===== config.mk =====
export PLATFORM = sky130hd
export DESIGN_NAME = awid_tracker
export DESIGN_NICKNAME = d
export VERILOG_FILES = /design/src/rtl/awid_tracker.sv
export SDC_FILE = /design/constraint.sdc
export NUM_CORES = 1
export LEC_CHECK = 0
export CAP_MARGIN = 20
export CORE_MARGIN = 3
export CORE_UTILIZATION = 49
export CTS_BUF_LIST = sky130_fd_sc_hd__clkbuf_16
export DETAILED_ROUTE_END_ITERATION = 8
export PLACE_DENSITY = 0.66
export SLEW_MARGIN = 20
export SYNTH_ARGS = -nofsm -noshare
export SYNTH_HDL_FRONTEND = slang
export SYNTH_SLANG_ARGS = --single-unit

===== constraint.sdc =====
create_clock -name aclk -period 22.5 [get_ports aclk]
set_input_delay 3.375 -clock aclk [delete_from_list [all_inputs] [get_ports aclk]]
set_output_delay 3.375 -clock aclk [all_outputs]
set_load 0.005 [all_outputs]

===== src/rtl/awid_tracker.sv =====
// Write-response tracker for the AXI data-width adapter: records each upstream AW,
// merges the downstream sub-responses by ID and emits one merged B response per AW.
module awid_tracker #(
  parameter int AWID_WIDTH     = 3,
  parameter int BID_WIDTH      = 3,
  parameter int BRESP_WIDTH    = 2,
  parameter int RESP_ARR_WIDTH = 9,
  parameter int DEPTH          = 8
) (
  input  logic                      aclk,
  input  logic                      arst_n,
  input  logic [AWID_WIDTH-1:0]     awid,
  input  logic [2:0]                total_sub_txn,
  input  logic                      m_aw_handshake,
  input  logic                      s_b_handshake,
  input  logic [BRESP_WIDTH-1:0]    s_bresp,
  input  logic [BID_WIDTH-1:0]      s_bid,
  output logic                      rd_valid,
  output logic [RESP_ARR_WIDTH-1:0] resp
);

  localparam int IDX_W = (DEPTH > 1) ? $clog2(DEPTH) : 1;

  // age is the entry's rank among valid entries: 0 = oldest, kept dense on every free
  typedef struct packed {
    logic                   valid;
    logic [AWID_WIDTH-1:0]  id;
    logic [2:0]             remaining;
    logic [3:0]             received;
    logic [BRESP_WIDTH-1:0] merged;
    logic [IDX_W-1:0]       age;
  } entry_t;

  entry_t tbl_q [DEPTH];
  entry_t tbl_d [DEPTH];

  logic                      done;
  logic [RESP_ARR_WIDTH-1:0] resp_d;
  logic                      match_found;
  logic [IDX_W-1:0]          match_idx;
  logic [IDX_W-1:0]          best_age;
  logic                      alloc_found;
  logic [IDX_W-1:0]          alloc_idx;
  logic [BRESP_WIDTH-1:0]    new_merged;
  int                        n_valid;

  // Severity order DECERR > SLVERR > OKAY > EXOKAY, as a comparable rank.
  function automatic logic [1:0] severity(input logic [BRESP_WIDTH-1:0] code);
    case (code)
      BRESP_WIDTH'(3): severity = 2'd3;
      BRESP_WIDTH'(2): severity = 2'd2;
      BRESP_WIDTH'(0): severity = 2'd1;
      default:         severity = 2'd0;
    endcase
  endfunction

  always_comb begin
    // NOTE: every variable gets a default before any branch so no latch is inferred.
    tbl_d       = tbl_q;
    done        = 1'b0;
    resp_d      = resp;
    match_found = 1'b0;
    match_idx   = '0;
    best_age    = '0;
    alloc_found = 1'b0;
    alloc_idx   = '0;
    new_merged  = '0;
    n_valid     = 0;

    for (int i = 0; i < DEPTH; i++) begin
      if (tbl_q[i].valid) n_valid++;
      if (!tbl_q[i].valid && !alloc_found) begin
        alloc_found = 1'b1;
        alloc_idx   = IDX_W'(i);
      end
      if (tbl_q[i].valid && tbl_q[i].id == s_bid &&
          (!match_found || tbl_q[i].age < best_age)) begin
        match_found = 1'b1;
        match_idx   = IDX_W'(i);
        best_age    = tbl_q[i].age;
      end
    end

    // Only entries valid before this edge can match, so a same-edge AW is never hit.
    if (s_b_handshake && match_found) begin
      if (tbl_q[match_idx].received == 4'd0 ||
          severity(s_bresp) > severity(tbl_q[match_idx].merged))
        new_merged = s_bresp;
      else
        new_merged = tbl_q[match_idx].merged;

      tbl_d[match_idx].received  = tbl_q[match_idx].received + 4'd1;
      tbl_d[match_idx].remaining = tbl_q[match_idx].remaining - 3'd1;
      tbl_d[match_idx].merged    = new_merged;

      if (tbl_q[match_idx].remaining == 3'd1) begin
        done                    = 1'b1;
        tbl_d[match_idx].valid  = 1'b0;
        for (int i = 0; i < DEPTH; i++) begin
          if (tbl_q[i].valid && tbl_q[i].age > best_age)
            tbl_d[i].age = tbl_q[i].age - 1'b1;
        end
        resp_d = '0;
        resp_d[BRESP_WIDTH-1:0]                  = new_merged;
        resp_d[BRESP_WIDTH +: AWID_WIDTH]        = tbl_q[match_idx].id;
        resp_d[BRESP_WIDTH + AWID_WIDTH +: 4]    = tbl_q[match_idx].received + 4'd1;
      end
    end

    // A slot freed on this edge is not visible to alloc_idx until the next edge.
    if (m_aw_handshake && total_sub_txn != 3'd0 && alloc_found) begin
      tbl_d[alloc_idx].valid     = 1'b1;
      tbl_d[alloc_idx].id        = awid;
      tbl_d[alloc_idx].remaining = total_sub_txn;
      tbl_d[alloc_idx].received  = 4'd0;
      tbl_d[alloc_idx].merged    = BRESP_WIDTH'(1);
      tbl_d[alloc_idx].age       = IDX_W'(n_valid - (done ? 1 : 0));
    end
  end

  // NOTE: state registers use non-blocking assignments so all flops update together.
  always_ff @(posedge aclk) begin
    if (!arst_n) begin
      // NOTE: every field of the table is reset, not just valid, so no X reaches resp.
      for (int i = 0; i < DEPTH; i++) tbl_q[i] <= '0;
      rd_valid <= 1'b0;
      resp     <= '0;
    end else begin
      for (int i = 0; i < DEPTH; i++) tbl_q[i] <= tbl_d[i];
      rd_valid <= done;
      resp     <= resp_d;
    end
  end

endmodule


-- After elaboration in Yosys (flattened, before gate mapping)
Cells that the tools add are included.
- input bits: 15
- bits in registers: 138
- word-level logic and storage cells: 270
- output and inout bits: 10
- reductions and logical operators: 68
- multiplexer cells: 99
- magnitude comparators: 20
- add/subtract/negate cells: 18
- equality and inequality tests: 13
- bitwise operators: 2
- operator list (operator ; number):
    bitwise mux 128 bit ; 10
    demux 16 bit (select 3 bit) ; 10
    2-to-1 mux 128 bit ; 3
    2-to-1 mux 3 bit ; 35
    binary-select mux 16 bit (select 3 bit) ; 1
    2-to-1 mux 15 bit ; 3
    logical AND 1 bit ; 35
    2-to-1 mux 16 bit ; 2
    subtractor 3 x 1 -> 3 bit (second input constant) ; 9
    == test 3 bit ; 8
    > comparator 3 bit ; 8
    2-to-1 mux 12 bit ; 2
    2-to-1 mux 1 bit ; 22
    < comparator 3 bit ; 7
    logical NOT 1 bit ; 20
    2-to-1 mux 9 bit ; 2
    adder 3 x 2 -> 3 bit (second input constant) ; 5
    case mux 2 bit (3 select lines) ; 2
    2-to-1 mux 2 bit ; 5
    2-to-1 mux 5 bit ; 2
    == test 2 bit (second input constant) ; 4
    greater-or-equal comparator 4 bit (second input constant) ; 2
    logical OR 1 bit ; 8
    < comparator 4 x 1 -> 1 bit (second input constant) ; 2
    other kinds (11) ; 13

-- Depth between registers and ports, before layout
- word-level depth: 54
- gate-level depth with buffers: 74
- gate-level depth less buffers: 64

-- Worst setup path before layout
OpenSTA, ideal clock, no wires.
- kind: input to register
- from: input s_bid[1]
- to: register, netlist name tbl_q[2]
- data arrival time: 15.325 ns
- path buffers: 9
- library setup time: 0.059 ns
- path slack: 7.116 ns
- required time: 22.441 ns
- stages: 68
- path through: buf_2 xnor2_1 and4_1 buf_2 nand2_1 ha_1 a211oi_1 or3_1 nand2_1 mux2i_1 inv_1 ha_1 a21oi_1 o21a_1 o31ai_2 mux2i_1 ha_1 o21a_1 [... 32 more ...] a21o_1 o221ai_4 nor3_1 a222oi_1 and3_1 clkbuf_1 ha_1 o2111a_2 and2_1 buf_2 buf_6 ha_1 ha_1 xor2_1 xnor2_1 xnor2_1 nand2_1 o2bb2a_1
- elaborated cells between the ends (all ways): 97
- classes of those cells: 1 x add/sub; 8 x order compare; 9 x eq/ne; 47 x mux; 1 x bitwise; 31 x reduce/logical
- RTL lines (element ; line ; source):
    from (decl) ; 17 ; input logic [BID_WIDTH-1:0] s_bid,
    == test 3 bit ; 76 ; if (tbl_q[i].valid && tbl_q[i].id == s_bid &&
    logical AND 1 bit ; 76 ;
    2-to-1 mux 3 bit or 2-to-1 mux 1 bit (tied branches) ; 76 ;
    < comparator 3 bit or logical NOT 1 bit (tied branches) ; 77 ; (!match_found || tbl_q[i].age < best_age)) begin
    logical OR 1 bit ; 77 ;
    logical AND 1 bit ; 76 ;
    2-to-1 mux 3 bit or 2-to-1 mux 1 bit (tied branches) ; 76 ;
    < comparator 3 bit or logical NOT 1 bit (tied branches) ; 77 ;
    [... 27 more ...] ; - ;
    == test 3 x 1 -> 1 bit ; 96 ; if (tbl_q[match_idx].remaining == 3'd1) begin
    2-to-1 mux 1 bit ; 96 ;
    2-to-1 mux 1 bit (*) ; 85 ; if (s_b_handshake && match_found) begin
    via done ; 37 ; logic done;
    2-to-1 mux 1 bit (*) ; 117 ; tbl_d[alloc_idx].age = IDX_W'(n_valid - (done ? 1 : 0));
    subtractor 3 x 2 -> 3 bit (*) ; 117 ;
    bitwise mux 128 bit (*) ; 117 ;
    2-to-1 mux 128 bit (*) ; 111 ; if (m_aw_handshake && total_sub_txn != 3'd0 && alloc_found) begin
The timed path passes the listed nets; every way through them passes the cells marked *. The select of a mux whose other input is x is not followed.
A chain may end at the register's enable or synchronous reset.

-- Worst setup path after layout
- from: input s_bid[2]
- to: register, netlist name tbl_q[2]
- cells in the longest elaborated chain, start to end: 47
- elaborated cells between the ends (all ways): 97
- classes of those cells: 1 x add/sub; 8 x order compare; 9 x eq/ne; 47 x mux; 1 x bitwise; 31 x reduce/logical
- RTL lines (element ; line ; source):
    == test 3 bit ; 76 ;
    logical AND 1 bit ; 76 ;
    2-to-1 mux 3 bit or 2-to-1 mux 1 bit (tied branches) ; 76 ;
    < comparator 3 bit or logical NOT 1 bit (tied branches) ; 77 ;
    logical OR 1 bit ; 77 ;
    logical AND 1 bit ; 76 ;
    2-to-1 mux 3 bit or 2-to-1 mux 1 bit (tied branches) ; 76 ;
    < comparator 3 bit or logical NOT 1 bit (tied branches) ; 77 ;
    [... 31 more ...] ; - ;
    2-to-1 mux 128 bit ; 85 ;
    bitwise mux 128 bit ; 112 ; tbl_d[alloc_idx].valid = 1'b1;
    bitwise mux 128 bit ; 113 ; tbl_d[alloc_idx].id = awid;
    bitwise mux 128 bit ; 114 ; tbl_d[alloc_idx].remaining = total_sub_txn;
    bitwise mux 128 bit ; 115 ; tbl_d[alloc_idx].received = 4'd0;
    bitwise mux 128 bit ; 116 ; tbl_d[alloc_idx].merged = BRESP_WIDTH'(1);
    bitwise mux 128 bit ; 117 ;
    2-to-1 mux 128 bit (*) ; 111 ;
Every way passes the cells marked *; elsewhere a longest branch is shown, timed or not. The select of a mux whose other input is x is not followed.

==> impl_metrics.toml <==
[die]
start_util = 0.5017
core_mm2 = 0.01802
dieHeight_um = 141.8
ioPinCount = 25
die-width_um = 141.8
num_rows = 49
die_area_mm2 = 0.02012

[critical_path]
r2r_start = "tbl_q[124]"
worst_path_largest_cell_delay_ns = 0.70
critical_path_required_ns = 22.87
r2r-end = "tbl_q[2]"
end_kind = "flip-flop"
crit_path_top_delay_cell = "and2_1"
reg2reg_depth = 61
cpMostUsedCell = "ha_1"
cp-start-kind = "input port"
worstPathArrival_ns = 17.86
crit_path_max_fanout = 25
worstSetupPathType = "in2reg"
r2r_slack_ns = 8.39

[clock_network]
cts_tree = "done"
cts_sinks = 138
insertion_delay_ns = 0.44
cts_setup_buffers = 0
cts_hold_buf = 0
path_clk_slew_ns = 0.06
cts_root_buffer = "clkbuf_16"
cts-htree-levels = 4
post_cts_resized = 0
cts_buffer_depth = 2
numCtsBuffers = 17

[cells_and_area]
layout_commonest_cell = "dfxtp_1"
syn_to_final_growth_pct = 10.42
nNetsFinal = 1171
antenna_cells = 0
final_cell_mix = "138 x dfxtp_1, 127 x nand2_1, 103 x nor2_1"
drive_above_1_share = 0.08228

[yosys]
synth_edf_count = 0
ys_types = 81
synth_nets = 1186
synthArstFlopShare = 0
synth_area_mm2 = 0.009042
synth_seq_cells = 138
synth_flop_cell = "dfxtp_1"
syn_inst = 1108
synth_seq_area_share = 0.3055
yosysWarnings = 0
postSynthAreaPerCell_um2 = 8.161

[sta]
grt_setup_unrepaired = "false"
slew_viol_final = 0
fmax_mhz = 57.19
hold_viol = 0
final.setup.tns_ns = 0
fin_crit_ns = 17.49
skew_ns = 0.01175
setup_viol = 0
hold-worst-slack_ns = 0.4626
tightest_slew_ns = 1.145
slew-limit-headroom = 0.2362
timing.final.ws_setup_ns = 5.013
period_share = 0.7772

[placement]
place_ws_ns = 4.885
hpwl_um = 20550
place.gp.congestion = 0.9420
portBuffers = 24

[power_and_ir_drop]
fin_total_pwr_mw = 0.5869
powerDensity_mw_per_mm2 = 58.78
irDropWorstVdd_mv = 0.06002
leakage_nw = 3.748

[drt]
drt_first_pass_iters = 5
postRouteWirelength_um = 28140
vias_per_cell = 6.235
drc = 0
ant_nets = 0
wl_per_cell_um = 21.07
drtIter0Drc = 933
vias = 8324

[min_path]
hold_path_class = "reg2reg"
min-delay-start = "tbl_q[6]"
holdPathEnd = "tbl_q[6]"
holdPathStages = 2

[outcome]
status = "finished clean"

[global_route]
grt_pass1_wl_um = 43610
antenna_found_initial = 0
grt_use_total = 0.2802
gr-total-overflow = 0
grt_max_degree = 61
grt_pass1_vias = 7665

[job]
drv_cap = 0
-- worst max-delay path, delay by kind of cell --
kind / cells / cell delay (ns)
buffers and inverters: 5 / 1.14
and+or+nand+nor: 18 / 3.88
muxes: 3 / 0.94
xor gates and xnor gates: 4 / 0.75
adders and majority gates: 10 / 2.69
AOI/OAI and AO/OA: 22 / 5.08
-- state kept, by name (all words and copies together) (netlist names) --
name / flops
tbl_q: 128
resp: 9
rd_valid: 1
-- metal layers --
layer,vias to the layer above,global-route usage,wire [um]
met4,0,0.1152,952
met1,3913,0.4005,12760
li1,3994,-,-
met2,364,0.4176,12090
met3,53,0.04820,2327
met5,-,0,0
-- worst max path at each step --
stage / cells past startpoint / startpoint / slack (ns) / end
5_1_grt: 63 / s_bid[2] / 4.04 / tbl_q[2]
3_3_place_gp: 62 / s_bid[2] / 5.16 / tbl_q[2]
6_report: 62 / s_bid[2] / 5.01 / tbl_q[2]
3_5_place_dp: 62 / s_bid[2] / 4.89 / tbl_q[2]
2_1_floorplan: 68 / s_bid[1] / 7.12 / tbl_q[2]
4_1_cts: 62 / s_bid[1] / 5.27 / tbl_q[2]
-- where the power goes --
group / total [mW] / internal (mW) / switching [mW]
clock: 0.284 / 0.166 / 0.118
combinational: 0.0526 / 0.0184 / 0.0342
sequential: 0.251 / 0.247 / 0.00320
total: 0.587 / 0.431 / 0.156
-- cell type report --
class	instances	area (um^2)
clock buffers	17	425.4
clock inverters	15	165.2
fillers	1721	8040
inverters	54	202.7
multi-input cells	845	5809
flip-flops and latches	138	2763
well taps	229	286.5
repair buffers	37	332.8
-- cell families after synthesis --
family	Yosys count	synth area share
and+or+nand+nor	357	0.1809
AOI/OAI and AO/OA	296	0.2323
DFF	138	0.3055
buffers and inverters	125	0.05479
muxes	72	0.08316
adders and majority gates	64	0.08828
xor gates and xnor gates	56	0.05507
-- stage by stage --
stage / area (um^2) / std cells / utilization
6_report: 9985 / 1335 / 0.5539
5_1_grt: 9985 / 1335 / 0.5539
4_1_cts: 9968 / 1334 / 0.5530
3_5_place_dp: 9378 / 1302 / 0.5203
3_3_place_gp: 9373 / 1302 / 0.5200
2_1_floorplan: 9042 / 1108 / -
-- synth_stat cells (9+ instances only) --
cell	instances	area share
dfxtp_1	138	0.31
nand2_1	127	0.053
nor2_1	103	0.043
a21oi_1	78	0.043
ha_1	63	0.087
clkbuf_1	53	0.022
inv_1	53	0.022
mux2i_1	51	0.056
xnor2_1	44	0.043
nand3_1	39	0.022
a211oi_1	35	0.029
o21ai_0	35	0.019
nand4_1	17	0.012
mux2_2	16	0.020
o22ai_1	16	0.011
nor3_1	14	0.0077
o211a_1	12	0.013
o221ai_1	12	0.012
xor2_1	11	0.011
a21o_1	10	0.0083
o211ai_1	10	0.0083
buf_2	9	0.0050
o21a_1	9	0.0075
(Power assumes the default switching activity.)
